===== src/rtl/alu_pkg.sv =====
`default_nettype none
// ============================================================================
//  Module   : alu_pkg
//  Purpose  : Shared opcodes, FSM state encoding and default widths for the
//             ALU command/result sequencer.
//  Revision : 1.0 - initial release
// ============================================================================
package alu_pkg;

    localparam int DEF_WIDTH = 8;
    localparam int DEF_CNT_W = 16;

    // op[2] selects the segment, op[1:0] selects the function inside it
    localparam logic [2:0] OP_AND = 3'b000;
    localparam logic [2:0] OP_OR  = 3'b001;
    localparam logic [2:0] OP_XOR = 3'b010;
    localparam logic [2:0] OP_NOT = 3'b011;
    localparam logic [2:0] OP_ADD = 3'b100;
    localparam logic [2:0] OP_SUB = 3'b101;
    localparam logic [2:0] OP_INC = 3'b110;
    localparam logic [2:0] OP_DEC = 3'b111;

    localparam logic [1:0] ST_IDLE = 2'd0;
    localparam logic [1:0] ST_EXEC = 2'd1;
    localparam logic [1:0] ST_DONE = 2'd2;

    function automatic logic op_is_arith(input logic [2:0] op);
        return op[2];
    endfunction

endpackage
`default_nettype wire


===== src/rtl/alu_flag_gen.sv =====
`default_nettype none
// ============================================================================
//  Module   : alu_flag_gen
//  Purpose  : Zero / negative / masked-carry flags from the ALU result.
//  Revision : 1.0 - initial release
// ============================================================================
module alu_flag_gen
    import alu_pkg::*;
#(
    parameter int WIDTH = DEF_WIDTH
) (
    input  logic [WIDTH-1:0] result_i,
    input  logic             cout_i,
    input  logic             arith_i,
    output logic             zero_o,
    output logic             carry_o,
    output logic             neg_o
);

    assign zero_o  = (result_i == '0);
    assign neg_o   = result_i[WIDTH-1];
    // the logic segment drives cout arbitrarily, so it is never trusted there
    assign carry_o = arith_i & cout_i;

endmodule
`default_nettype wire


===== src/rtl/alu_op_sequencer.sv =====
`default_nettype none
// ============================================================================
//  Module   : alu_op_sequencer
//  Purpose  : Valid/ready command and result stage wrapped around an
//             external combinational ALU (one execute cycle per command).
//  Revision : 1.0 - initial release
// ============================================================================
module alu_op_sequencer
    import alu_pkg::*;
#(
    parameter int WIDTH = DEF_WIDTH,
    parameter int CNT_W = DEF_CNT_W
) (
    input  logic             clk,
    input  logic             rst_n,
    input  logic             in_valid,
    output logic             in_ready,
    input  logic [2:0]       in_op,
    input  logic [WIDTH-1:0] in_a,
    input  logic [WIDTH-1:0] in_b,
    output logic [WIDTH-1:0] alu_a,
    output logic [WIDTH-1:0] alu_b,
    output logic [1:0]       alu_s,
    output logic             alu_mode,
    input  logic [WIDTH-1:0] alu_result,
    input  logic             alu_cout,
    output logic             out_valid,
    input  logic             out_ready,
    output logic [WIDTH-1:0] out_result,
    output logic             out_zero,
    output logic             out_carry,
    output logic             out_neg,
    output logic [CNT_W-1:0] op_count
);

    logic [1:0]       state_q, state_d;
    logic [WIDTH-1:0] alu_a_q, alu_b_q, result_q;
    logic [1:0]       alu_s_q;
    logic             alu_mode_q;
    logic             zero_q, carry_q, neg_q;
    logic [CNT_W-1:0] count_q, count_d;

    logic             accept, consume;
    logic             flag_zero, flag_carry, flag_neg;

    // in_ready looks through out_ready so a DONE slot can be refilled in the same edge
    assign in_ready  = (state_q == ST_IDLE) | ((state_q == ST_DONE) & out_ready);
    assign out_valid = (state_q == ST_DONE);
    assign accept    = in_valid & in_ready;
    assign consume   = out_valid & out_ready;
    assign count_d   = count_q + 1'b1;

    always_comb begin
        state_d = state_q;
        case (state_q)
            ST_IDLE: if (in_valid) state_d = ST_EXEC;
            ST_EXEC: state_d = ST_DONE;
            ST_DONE: if (out_ready) state_d = in_valid ? ST_EXEC : ST_IDLE;
            default: state_d = ST_IDLE;
        endcase
    end

    alu_flag_gen #(
        .WIDTH (WIDTH)
    ) u_flag_gen (
        .result_i (alu_result),
        .cout_i   (alu_cout),
        .arith_i  (alu_mode_q),
        .zero_o   (flag_zero),
        .carry_o  (flag_carry),
        .neg_o    (flag_neg)
    );

    always_ff @(posedge clk or negedge rst_n) begin
        if (!rst_n) begin
            state_q    <= ST_IDLE;
            alu_a_q    <= '0;
            alu_b_q    <= '0;
            alu_s_q    <= '0;
            alu_mode_q <= 1'b0;
            result_q   <= '0;
            zero_q     <= 1'b0;
            carry_q    <= 1'b0;
            neg_q      <= 1'b0;
            count_q    <= '0;
        end else begin
            state_q <= state_d;
            if (accept) begin
                alu_a_q    <= in_a;
                alu_b_q    <= in_b;
                alu_s_q    <= in_op[1:0];
                alu_mode_q <= op_is_arith(in_op);
            end
            // results are written only in EXEC, so DONE holds them untouched
            if (state_q == ST_EXEC) begin
                result_q <= alu_result;
                zero_q   <= flag_zero;
                carry_q  <= flag_carry;
                neg_q    <= flag_neg;
            end
            if (consume) count_q <= count_d;
        end
    end

    assign alu_a      = alu_a_q;
    assign alu_b      = alu_b_q;
    assign alu_s      = alu_s_q;
    assign alu_mode   = alu_mode_q;
    assign out_result = result_q;
    assign out_zero   = zero_q;
    assign out_carry  = carry_q;
    assign out_neg    = neg_q;
    assign op_count   = count_q;

endmodule
`default_nettype wire


===== config.mk =====
export PLATFORM = sky130hd
export DESIGN_NAME = alu_op_sequencer
export DESIGN_NICKNAME = d
export VERILOG_FILES = /design/src/rtl/alu_pkg.sv /design/src/rtl/alu_flag_gen.sv /design/src/rtl/alu_op_sequencer.sv
export SDC_FILE = /design/constraint.sdc
export NUM_CORES = 1
export LEC_CHECK = 0
export ABC_AREA = 1
export BUFFER_PORTS_ARGS = -buffer_cell sky130_fd_sc_hd__clkbuf_2
export CORE_MARGIN = 2
export CORE_UTILIZATION = 44
export CTS_CLUSTER_SIZE = 30
export DETAILED_ROUTE_END_ITERATION = 16
export MAX_ROUTING_LAYER = met4
export PLACE_DENSITY = 0.73
export SKIP_LAST_GASP = 1
export SLEW_MARGIN = 10
export SYNTH_ARGS = -nofsm -noshare
export SYNTH_HDL_FRONTEND = slang
export SYNTH_SLANG_ARGS = --single-unit

===== constraint.sdc =====
create_clock -name clk -period 1.23 [get_ports clk]
set_input_delay 0.246 -clock clk [delete_from_list [all_inputs] [get_ports clk]]
set_output_delay 0.246 -clock clk [all_outputs]
set_load 0.005 [all_outputs]

After elaboration in Yosys (flattened, before gate mapping)
Index checks and enable logic that the tools add are counted.
{"block": "op_classes", "reduce_logical": 3, "bitwise_logic": 4, "n_addsub": 1, "n_eq_ne": 4, "n_mux": 4}
{"op": "$add A16 B1 Y16 const B", "n": 1}
{"op": "$logic_not A8 Y1", "n": 1}
{"op": "$pmux W2 S3", "n": 1}
{"op": "$mux W2", "n": 2}
{"op": "$and A1 B1 Y1", "n": 3}
{"op": "$eq A2 B1 Y1 const B", "n": 1}
{"op": "$eq A2 B2 Y1 const B", "n": 1}
{"op": "$logic_not A2 Y1", "n": 1}
{"op": "$ne A2 B1 Y1 const B", "n": 1}
{"op": "$ne A2 B2 Y1 const B", "n": 1}
{"op": "$reduce_and A2 Y1", "n": 1}
{"op": "$mux W1", "n": 1}
{"op": "$or A1 B1 Y1", "n": 1}
{"block": "totals", "in_bits": 32, "regBits": 48, "output_inout_bits": 48, "elab_cells": 26}

Depth between registers and ports, before layout
Gate-level depths: netlist of the first run.
{"block": "depth", "ltp_word": 4, "ltp_mapped": 8, "depth_no_buf": 8}

Cells and area by module
A second synthesis of the first run with hierarchy kept.
{"block": "unflattened", "cells_unflattened": 230, "area_unflattened_um2": 2127.0}
{"module": "alu_op_sequencer", "seq_area_each_um2": 1201.2, "instances": 1, "area_per_inst_um2": 2085.8, "cells_each": 220}
{"module": "alu_flag_gen", "seq_area_each_um2": 0.0, "instances": 1, "area_per_inst_um2": 41.3, "cells_each": 10}

Worst setup path after synthesis of the first run
No wires, ideal clock.
{"block": "synth_timing", "path_kind": "flip-flop to flip-flop", "start": "register count_q[0], in the netlist op_count[0]", "end": "register count_q[10], in the netlist op_count[10]", "period_less_slack_ns": 1.212, "stages_incl_launch_ff": 6, "required_ns": 1.108, "path_buffers": 0, "path_slack_ns": 0.018, "setup_time_ns": 0.122, "arrival_ns": 1.090, "cell_sequence": "dfrtp_1 -> ha_1 -> nand3_1 -> nor2_1 -> nand2_1 -> xor2_1"}
{"block": "synth_between", "elab_chain_len": 1}
{"element": "from (decl)", "line_no": "alu_op_sequencer.sv:41", "source": "logic [CNT_W-1:0] count_q, count_d;"}
{"element": "from (signal assigned)", "line_no": "alu_op_sequencer.sv:101", "source": "if (consume) count_q <= count_d;"}
{"element": "$add A16 B1 Y16", "line_no": "alu_op_sequencer.sv:51", "source": "assign count_d = count_q + 1'b1;"}
No other way between the ends.
A chain may end at the register's enable or synchronous reset.

Final worst setup path of the first run
{"block": "layout_timing", "start": "register state_q[1]", "end": "output out_valid"}
{"block": "layout_between", "elab_chain_len": 1}
{"element": "from (decl)", "line_no": "alu_op_sequencer.sv:36", "source": "logic [1:0] state_q, state_d;"}
{"element": "from (signal assigned)", "line_no": "alu_op_sequencer.sv:87", "source": "state_q <= state_d;"}
{"element": "$eq A2 B2 Y1", "line_no": "alu_op_sequencer.sv:48", "source": "assign out_valid = (state_q == ST_DONE);"}
{"element": "to (decl)", "line_no": "alu_op_sequencer.sv:27", "source": "output logic out_valid,"}
No other way between the ends.

==> results of run 1 <==
## layer usage
metal / track usage (%) / up-vias / part of all wire, %
met1: 23.66 / 869 / 43
met2: 31.43 / 53 / 51
met3: 3.039 / 6 / 4.4
met5: - / - / 0
met4: 6.379 / 0 / 1.3
li1: - / 943 / -
## stage by stage
step | utilization [%] | power (mW) | std cells | setup slack [ns] | hold WS, ns
6_report | 64.21 | 5.859 | 400 | -0.1065 | 0.1442
5_1_grt | 64.21 | 6.309 | 400 | -0.1637 | 0.1397
4_1_cts | 59.44 | 5.360 | 391 | -0.1248 | 0.1340
3_5_place_dp | 56.70 | 4.381 | 380 | -0.01938 | 0.2572
3_3_place_gp | 56.70 | 4.326 | 380 | 0.02775 | 0.2519
2_1_floorplan | - | 3.384 | 240 | 0.01786 | -0.04959
## timing repair
item	4_1_cts	5_1_grt
buffers inserted	2	7
hold buffers	1	0
pin swaps	0	13
endpoints found under the hold margin	47	0
resized for setup	7	32
endpoints found under the setup margin	10	43
cloned	0	2
## state kept, by name, indices dropped and copies added, names as in the netlist
name and cells:
out_carry 1, out_zero 1, op_count 16, alu_mode 1, state_q 2, out_result 8
alu_b 8, alu_a 8, alu_s 2
## final timing paths
path | end | depth (start not counted)
max in group asynchronous | op_count[2]$_DFFE_PN0P_ | 3
hold reg to reg | out_result[4]$_DFFE_PN0N_ | 2
setup reg to reg | alu_a[0]$_DFFE_PN0P_ | 8
setup / recovery | out_valid | 4
hold / removal | alu_b[2]$_DFFE_PN0P_ | 3
min in group asynchronous | op_count[9]$_DFFE_PN0P_ | 3
## cell usage in the layout, fill, tap and decap left out, drive strengths merged
master	n
a21oi	1
buf	24
clkbuf	87
clkinv	1
dfrtp	47
dlygate4sd3	1
ha	1
inv	19
nand2	114
nand3	10
nand4	4
nor2	18
nor3	5
nor4	1
o21ai	3
xnor2	3
xor2	7
## where the power goes
group | switching [mW] | total, mW | internal [mW]
registers | 0.367 | 2.46 | 2.09
logic | 1.17 | 2.50 | 1.32
clock network | 0.507 | 0.907 | 0.400
total | 2.05 | 5.86 | 3.81
## cell families (layout without fill, tap and decap cells)
kind of cell	Yosys count	after routing	synth area share, %
xor gates and xnor gates	10	10	4.174
AOI/OAI and AO/OA	4	4	1.132
adders and majority gates	1	1	0.5962
and+or+nand+nor	152	152	31.72
DFF	47	47	56.05
buffers and inverters	26	132	6.320
## layout make-up
class / instances / area, um^2 / share of cell area [%]
Tap cell: 54 / 67.56 / 2.258
Clock buffer: 7 / 76.32 / 2.550
Multi-Input combinational cell: 167 / 879.6 / 29.39
Sequential cell: 47 / 1181 / 39.46
Inverter: 19 / 73.82 / 2.467
Clock inverter: 1 / 5.005 / 0.1672
Timing Repair Buffer: 105 / 709.4 / 23.70
## worst max-delay path: stages, from the launching register on
cell	delay, ns
dfrtp_2	0.45
buf_4	0.16
nand2_4	0.06
inv_2	0.03
clkbuf_2	0.10
==> results.md, run 1 <==
- The run finished, with violations left.
- The final reports fail on negative setup slack.
- In this run the static leakage power is 1.702 nW.
- The largest voltage drop on the vdd net is 1027 uV.
- The classification of the worst-slack hold path is in2reg.
- The number of antenna-violating nets in the routed design is 0.
- The reg2reg setup slack is -0.05 ns.
- The cell area power density is 1958 nW/um^2.
- The number of violations reported at the end of detailed-routing iteration 0 is 121.
- In the post-synthesis netlist, the biggest area contributors are dfrtp_1 (56%), nand2_1 (20%), inv_1 (3.4%), xor2_1 (2.9%), nor2_1 (2.1%).
- Detailed placement finished with a half-perimeter wire length of 3.263 mm.
- The final-report hold violation count is 0.
- The maximum level of the CTS H-tree is 2.
- At the later pin of the worst-skew pair, clock insertion delay measures 0.29 ns.
- The clock period minus worst slack is 1.337 ns.
- The relative max-transition margin is 82.85%.
- During I/O placement, the number of pins put on the boundary was 80.
- The number of antenna violations at the first check in global routing is 0.
- The count of synthesis-stage warnings from yosys is 0.
- Fill cells in the final layout number 382.
- The detailed-route wire length is 4.858 mm.
- The type of element launching the critical path is a register.
- The repair_antennas step left the layout with diodes totalling 0.
- At the end of routability-driven placement, the weighted congestion stood at 0.8084.
- The startpoint of the most critical register-to-register path is state_q[1]$_DFFE_PN0P_.
- The ratio of cells with drive above 1 in the final layout is 41.33%.
- In the final timing run, aggregate negative setup slack is -0.8250 ns.
- In this run the deepest clock path goes through 2 buffers.
- The maximum clock frequency is 0.7482 GHz.
- The share of flip-flops with an asynchronous set or reset after synthesis is 100.0%.
- The die covers 5337 um^2.
- The clock edge transition at the registers on the reported setup and hold paths is 0.09 ns.
- In this run the cell area of the synthesized design comes to 2098 um^2.
- The post-synthesis average cell area is 8.743 um^2.
- The actual transition at the worst max-transition pin is 0.2554 ns.
- The number of buffers added by the clock tree synthesis step is 5.
- The biggest fanout along the worst timing path is 3.
- The total number of vias is 1871.
- During placement, the flow inserted port buffers numbering 79.
- The die is 73.06 um tall.
- The max capacitance violation total is 0.
- The final number of max-transition violations was 0.
- Compared with the post-synthesis result, the final layout area differs by 42.64%.
- The total of endpoints with negative setup slack in the final report is 23.
- The synthesized design spends more area on one cell type than any other, namely dfrtp_1.
- The final design instance area without fill is 2993 um^2.
- Before antenna repair, the detailed router went through 4 iterations.
- For the worst setup path, the data required time is 0.98 ns.
- Once the floorplan was initialized, standard cells occupied 45.02% of the core.
- The part of the Yosys area used for sequential elements is 56.05%.
- The number of design rule violations left after detail routing is 0.
- The arrival time at the worst endpoint is 1.09 ns.
- The number of cells produced by synthesis is 240.
- Setup repair after global routing could not meet its margin everywhere.
- The first-pass GRT wire length is 7.679 mm.
- The average routed wire per standard cell is 12.15 um.
- The final clock period utilization by the worst path is 108.7%.
- The number of flip-flops and latches in the synthesized netlist is 47.
- The critical path is of the reg2out type.
- In the routed layout, each cell is associated on average with a via count of 4.678.
- The synthesized design contains 0 enable-type register cells.
- In this run the most critical hold path is launched from in_b[2].
- In the post-synthesis netlist, the cell with the most instances is nand2_1.
- Entering global routing, the biggest net connects 48 pins.
- The critical path starts at state_q[1]$_DFFE_PN0P_.
- STA classifies the critical path endpoint as a primary output.
- The floorplan row count is 25.
- The dominant synthesized flop cell is dfrtp_1.
- The clock root buffer is clkbuf_8.
- In the post-route analysis, the smallest setup slack over all paths is -0.1065 ns.
- The count of distinct cell types in the synthesized netlist is 25.
- By count the netlist is led by nand2_1 (112), dfrtp_1 (47), inv_1 (19).
- In this run the biggest area consumer among cell types represents 56.05% of the synthesized area.
- After detailed placement, the total cell area comes to 2643 um^2.
- TritonCTS built the clock tree.
- Summed over all layers, the global routing overflow is 0.
- The worst-case clock skew is 0.007517 ns.
- The aggregate global-route resource usage is 18.98%.
- For this run, the post-layout net count is 378.
- The via count of the first global-routing pass is 1797.
- The placeable core region is 4661 um^2.
- For this design, the sink count on the clock tree is 47.
- The overall die width is 73.06 um.
- The number of nets produced by synthesis is 273.
Note: power is estimated with default switching activity, not from simulation.
==> run 2: changes to the inputs <==
RECOVER_POWER = 50   (was unset)
==> run 2 against run 1 <==
Effect of this change: critical path depth unchanged; critical path type unchanged; sequential power about the same; total power shrank 0.17%; setup slack about the same; the run still ends with negative setup slack left; non-clock buffer count stayed put.
==> results.md, run 2 (same netlist as run 1, synthesis figures left out) <==
- The buffer levels on the longest clock path is 2 (unchanged).
- CP Cell Sequence: buf_4, nand2_4, inv_2, clkbuf_2 (unchanged).
- The aggregate global-route resource usage is 18.98% (unchanged).
- The floorplan row count is 25 (unchanged).
- The initial core utilization is 45.02% (unchanged).
- The maximum number of pins on one net before global-route repair was 48 (unchanged).
- The total of endpoints with negative setup slack in the final report is 23 (unchanged).
- The final number of max-transition violations is 0 (unchanged).
- The net switching component of the power is 2.046 mW (was 2.047 mW).
- The pre-CTS setup slack is -0.01938 ns (unchanged).
- The first-pass GRT wire length was 7.679 mm (unchanged).
- The type of element launching the critical path was a register (unchanged).
- The largest incremental delay on the critical path is 0.45 ns (about the same).
- The via count of the first global-routing pass is 1797 (unchanged).
- The final antenna diode count is 0 (unchanged).
- The arrival time at the worst endpoint came to 1.09 ns (about the same).
- The worst-path cell with the longest stage delay was dfrtp_2 (unchanged).
- The detailed-route wire length is 4.857 mm (was 4.858 mm).
- The final HPWL from detailed placement is 3.263 mm (unchanged).
- The overall die height came to 73.06 um (unchanged).
- The detailed-router iteration count before antenna repair came to 5 (was 4).
- The leading cell type in the layout, fill and taps excluded was nand2_1 (unchanged).
- The design internal power is 3.803 mW (was 3.812 mW).
- The number of flip-flops under the largest register name is 16 (unchanged).
- The die area is 5337 um^2 (unchanged).
- The cell area power density is 1963 nW/um^2 (was 1958 nW/um^2).
- The total number of vias is 1882 (was 1871).
- The ratio of cells with drive above 1 in the final layout is 41.04% (was 41.33%).
- The final design instance area without fill is 2979 um^2 (was 2993 um^2).
- The final clock period utilization by the worst path is 108.7% (about the same).
- The net count reported at finish came to 378 (unchanged).
- The maximum clock frequency is 0.7483 GHz (was 0.7482 GHz).
- The I/O pin count is 80 (unchanged).
- The clock tree from TritonCTS is done (unchanged).
- The reported leakage power is 1.694 nW (was 1.702 nW).
- The number of violations reported at the end of detailed-routing iteration 0 is 115 (was 121).
- The count of buffers inserted at the top-level ports is 79 (unchanged).
- The switching share of total power is 34.98% (was 34.94%).
- The endpoint class of the critical path is a primary output (unchanged).
- The clock root buffer is clkbuf_8 (unchanged).
- The clock edge transition at the registers on the reported setup and hold paths is 0.09 ns (about the same).
- The clock latency on the worst-skew pair was 0.29 ns (about the same).
- The area growth from synthesis to final layout was 41.98% (was 42.64%).
- The classification of the worst-slack hold path is in2reg (unchanged).
- The number of buffers added by the clock tree synthesis step was 5 (unchanged).
- Violations in the final reports: negative setup slack (unchanged).
- The last weighted congestion value of the routability-driven placer was 0.8084 (unchanged).
- The average routed wire per standard cell came to 12.14 um (was 12.15 um).
- The relative max-transition margin is 58.11% (was 82.85%).
- The required time of the worst setup path is 0.98 ns (about the same).
- The clock period minus worst slack is 1.336 ns (was 1.337 ns).
- Setup repair after global routing missed its margin: true (unchanged).
- The type of the worst setup path is reg2out (unchanged).
- Commonest cells after routing, fill and taps aside: nand2_1 (111), clkbuf_2 (77), dfrtp_1 (43), inv_1 (14), buf_4 (13) (was nand2_1 (111), clkbuf_2 (78), dfrtp_1 (43), inv_1 (14), buf_4 (13)).
- The relative contribution of combinational cells to total power came to 42.5% (was 42.6%).
- The count of clock tree sinks is 47 (unchanged).
- The number of antenna-violating nets in the routed design is 0 (unchanged).
- The biggest fanout along the worst timing path is 3 (unchanged).
- The global-route congestion overflow total is 0 (unchanged).
- The detailed-route vias per instance was 4.705 (was 4.678).
- The placeable core region is 4661 um^2 (unchanged).
- The number of design rule violations left after detail routing is 0 (unchanged).
- The critical path buffer and inverter count is 3 (unchanged).
- The placed standard-cell area is 2643 um^2 (unchanged).
- Result of the run: complete, but fails checks (unchanged).
- The number of antenna violations at the first check in global routing is 0 (unchanged).
- The worst-case clock skew is 0.007756 ns (was 0.007517 ns).
- The actual transition at the worst max-transition pin is 0.6283 ns (was 0.2554 ns).
- The part of the total power dissipated in sequential elements came to 42.0% (was 41.9%).
- The setup slack after layout is -0.1064 ns (was -0.1065 ns).
- The max capacitance violation total came to 0 (unchanged).
- The largest voltage drop on the vdd net is 1026 uV (was 1027 uV).
- The part of the power in the clock network is 15.5% (about the same).
- The maximum level of the CTS H-tree is 2 (unchanged).
- The overall die width was 73.06 um (unchanged).
- The kind of cell adding the most delay to the critical path was flip-flops (unchanged).
- The final-report hold violation count is 0 (unchanged).
[run 2: worst reg2reg max path, delay by kind of cell, from the launching register on]
family	cells	cell delay, ns
AO/OA/AOI/OAI	1	0.07
buffers and inverters	3	0.33
flip-flops	1	0.45
AND/OR/NAND/NOR	4	0.32
[run 2: layout make-up]
type | instances | area, um^2
clock buffer | 7 | 76.32
clock inverter | 1 | 5.005
fill | 384 | 1682
inverter | 19 | 73.82
multi-input combinational | 167 | 879.6
sequential | 47 | 1181
tap | 54 | 67.56
timing repair buffer | 105 | 695.7
[run 2: worst paths after layout]
kind / start / endpoint / slack (ns) / cells after the start
min in group asynchronous: rst_n / op_count[9]$_DFFE_PN0P_ / 0.61 / 3
worst max-delay path: state_q[1]$_DFFE_PN0P_ / out_valid / -0.11 / 4
worst min register to register: out_result[4]$_DFFE_PN0N_ / out_result[4]$_DFFE_PN0N_ / 0.48 / 2
worst min-delay path: in_b[2] / alu_b[2]$_DFFE_PN0P_ / 0.14 / 3
max in group asynchronous: rst_n / op_count[2]$_DFFE_PN0P_ / 0.15 / 3
worst max register to register: state_q[1]$_DFFE_PN0P_ / alu_a[0]$_DFFE_PN0P_ / -0.05 / 8
[run 2: power by group through the flow]
stage                     clock network, mW  registers (mW)  logic, mW
after global routing                  0.980            2.52       2.79
final                                 0.906            2.46       2.49
after CTS                             0.912            2.43       2.02
after floorplan                           0            2.49      0.896
after global placement                    0            2.43       1.90
after detailed placement                  0            2.43       1.95
[run 2: through the flow]
| step | hold slack, ns | power (mW) | TNS (ns) | util [%] | std cells |
|---|---|---|---|---|---|
| after detailed placement | 0.2572 | 4.381 | -0.04008 | 56.70 | 380 |
| after CTS | 0.1340 | 5.360 | -1.328 | 59.44 | 391 |
| after floorplan | -0.04959 | 3.384 | 0 | - | 240 |
| after global routing | 0.1397 | 6.299 | -2.877 | 63.92 | 400 |
| final | 0.1445 | 5.849 | -0.8273 | 63.92 | 400 |
| after global placement | 0.2519 | 4.326 | 0 | 56.70 | 380 |
[run 2: layer usage]
layer / vias to the layer above / track usage, % / wire [um]
li1: 946 / - / -
met1: 870 / 23.66 / 2098
met2: 60 / 31.43 / 2472
met3: 6 / 3.039 / 225
met4: 0 / 6.379 / 61
met5: - / - / 0
[run 2: timing repair]
item | in CTS | in global routing
endpoints found under the hold margin | 47 | 0
gates cloned | 0 | 2
pin swaps | 0 | 13
resized for setup | 7 | 32
hold buffers | 1 | 0
endpoints found under the setup margin | 10 | 43
buffers inserted | 2 | 7
==> run 3: changes to the inputs <==
CTS_BUF_LIST = sky130_fd_sc_hd__clkbuf_4 sky130_fd_sc_hd__clkbuf_8 sky130_fd_sc_hd__clkbuf_16   (was unset)
==> run 3 against run 2 <==
Effect of this change: the run still ends with negative setup slack left; global-route usage is the same; hold slack lost 0.0017 ns; design area grew 0.25%.
==> results.md, run 3 (same netlist as run 1, synthesis figures left out) <==
- The reg2reg setup slack is -0.05 ns (about the same).
- The net count reported at finish is 378 (unchanged).
- The arrival time at the worst endpoint is 1.09 ns (about the same).
- The clock tree from TritonCTS was done (unchanged).
- The floorplan row count came to 25 (unchanged).
- The number of design rule violations left after detail routing is 0 (unchanged).
- The startpoint of the most critical register-to-register path is state_q[1]$_DFFE_PN0P_ (unchanged).
- The cell area power density is 1975 nW/um^2 (was 1963 nW/um^2).
- The first-pass GRT wire length is 7.679 mm (unchanged).
- The reported leakage power is 1.701 nW (was 1.694 nW).
- The maximum number of pins on one net before global-route repair was 48 (unchanged).
- The total of endpoints with negative setup slack in the final report is 23 (unchanged).
- The met1 routing resource usage after global routing came to 23.66% (unchanged).
- The buffer levels on the longest clock path is 2 (unchanged).
- The number of buffers added by the clock tree synthesis step is 5 (unchanged).
- The biggest fanout along the worst timing path was 3 (unchanged).
- The largest voltage drop on the vdd net is 1045 uV (was 1026 uV).
- The area growth from synthesis to final layout came to 42.34% (was 41.98%).
- Commonest cells after routing, fill and taps aside: nand2_1 (111), clkbuf_2 (77), dfrtp_1 (43), inv_1 (14), buf_4 (13) (unchanged).
- The global-route congestion overflow total is 0 (unchanged).
- The last weighted congestion value of the routability-driven placer is 0.8084 (unchanged).
- The initial core utilization came to 45.02% (unchanged).
- The final antenna diode count is 0 (unchanged).
- The setup slack after layout is -0.1054 ns (was -0.1064 ns).
- The final clock period utilization by the worst path is 108.6% (was 108.7%).
- The via count of the first global-routing pass was 1797 (unchanged).
- The average routed wire per standard cell is 12.17 um (was 12.14 um).
- The final-report hold violation count was 0 (unchanged).
- The number of flip-flops under the largest register name came to 16 (unchanged).
- The worst-case reg-to-reg path depth is 8 (unchanged).
- The maximum clock frequency is 0.7488 GHz (was 0.7483 GHz).
- The aggregate global-route resource usage was 18.98% (unchanged).
- The detailed-route wire length is 4.869 mm (was 4.857 mm).
- The relative max-transition margin came to 58.08% (was 58.11%).
- The pre-CTS setup slack came to -0.01938 ns (unchanged).
- The classification of the worst-slack hold path is in2reg (unchanged).
- The overall power is 5.898 mW (was 5.849 mW).
- The met3 routing resource usage after global routing was 3.039% (unchanged).
- The overall die width was 73.06 um (unchanged).
- The final HPWL from detailed placement is 3.263 mm (unchanged).
- The placeable core region is 4661 um^2 (unchanged).
- The type of element launching the critical path is a register (unchanged).
- The clock period minus worst slack came to 1.335 ns (was 1.336 ns).
- The endpoint class of the critical path is a primary output (unchanged).
- The number of placed instances, taps included is 380 (unchanged).
- The count of buffers inserted at the top-level ports is 79 (unchanged).
- The number of violations reported at the end of detailed-routing iteration 0 is 150 (was 115).
- The ratio of cells with drive above 1 in the final layout came to 41.62% (was 41.04%).
- The clock edge transition at the registers on the reported setup and hold paths is 0.09 ns (about the same).
- The max capacitance violation total is 0 (unchanged).
- The I/O pin count was 80 (unchanged).
- The global-route met2 utilization is 31.43% (unchanged).
- The worst-case clock skew is 0.006020 ns (was 0.007756 ns).
- The leading cell type in the layout, fill and taps excluded is nand2_1 (unchanged).
- The number of antenna violations at the first check in global routing came to 0 (unchanged).
- The filler-free cell count of the finished design is 400 (unchanged).
- Violations in the final reports: negative setup slack (unchanged).
- The capturing instance or port of the critical path is out_valid (unchanged).
- The count of clock tree sinks is 47 (unchanged).
- The busiest layer in global routing was met2 (unchanged).
- The end of the worst register-to-register path is alu_a[0]$_DFFE_PN0P_ (unchanged).
- The filler cell count is 387 (was 384).
- The clock root buffer is clkbuf_8 (unchanged).
- The clock latency on the worst-skew pair is 0.29 ns (about the same).
- The detailed-router iteration count before antenna repair was 4 (was 5).
- Setup repair after global routing missed its margin: true (unchanged).
- Result of the run: complete, but fails checks (unchanged).
- The final number of max-transition violations is 0 (unchanged).
- The actual transition at the worst max-transition pin is 0.6289 ns (was 0.6283 ns).
- The type of the worst setup path is reg2out (unchanged).
- The maximum level of the CTS H-tree is 2 (unchanged).
- The required time of the worst setup path is 0.98 ns (about the same).
- The overall die height came to 73.06 um (unchanged).
- The detailed-route vias per instance is 4.670 (was 4.705).
- The die area is 5337 um^2 (unchanged).
- The total number of vias is 1868 (was 1882).
- The beginning of the critical path is state_q[1]$_DFFE_PN0P_ (unchanged).
- The number of antenna-violating nets in the routed design was 0 (unchanged).
[run 3: cell counts in the layout (fill, tap and decap cells not counted)]
No cell type changed its count.
[run 3: what timing repair did]
action	CTS	global route
hold buffers	1	0
buffers inserted	2	7
gates cloned	0	2
setup endpoints to repair	10	43
resized for setup	7	32
hold endpoints to repair	47	0
pin swaps	0	13
[run 3: metal layers]
layer,wire length (um),vias to the layer above
met4,61,0
met3,220,6
met1,2133,861
met5,0,-
li1,-,947
met2,2454,54
[run 3: cell type report]
class / count / area, um^2 / share of cell area [%]
Multi-Input combinational cell: 167 / 879.6 / 29.45
Tap cell: 54 / 67.56 / 2.262
Clock buffer: 7 / 83.83 / 2.807
Timing Repair Buffer: 105 / 695.7 / 23.29
Clock inverter: 1 / 5.005 / 0.1676
Sequential cell: 47 / 1181 / 39.55
Inverter: 19 / 73.82 / 2.472
[run 3: power by group]
group | total [mW] | switching (mW) | internal [mW]
combinational | 2.49 | 1.18 | 1.31
sequential | 2.46 | 0.369 | 2.09
clock | 0.952 | 0.507 | 0.444
[run 3: metrics by stage]
| step | instance area, um^2 | utilization, % | hold WS (ns) | TNS [ns] |
|---|---|---|---|---|
| floorplan | 2098 | - | -0.04959 | 0 |
| global placement | 2643 | 56.70 | 0.2519 | 0 |
| detailed placement | 2643 | 56.70 | 0.2572 | -0.04008 |
| CTS | 2778 | 59.60 | 0.1340 | -1.327 |
| global route | 2987 | 64.08 | 0.1397 | -2.885 |
| finish | 2987 | 64.08 | 0.1427 | -0.8458 |
[run 3: critical path: stages, from the launching register on]
cell and delay [ns]:
dfrtp_2 0.45, buf_4 0.16, nand2_4 0.06, inv_2 0.03
clkbuf_2 0.10
[run 3: worst min path at each step]
stage               cells past startpoint  slack [ns]                       to    start
floorplan                               0       -0.05     alu_a[0]$_DFFE_PN0P_    rst_n
global placement                        2        0.25  op_count[9]$_DFFE_PN0P_    rst_n
detailed placement                      2        0.26  op_count[9]$_DFFE_PN0P_    rst_n
CTS                                     3        0.13     alu_b[0]$_DFFE_PN0P_  in_b[0]
global route                            3        0.14     alu_b[2]$_DFFE_PN0P_  in_b[2]
finish                                  3        0.14     alu_b[2]$_DFFE_PN0P_  in_b[2]
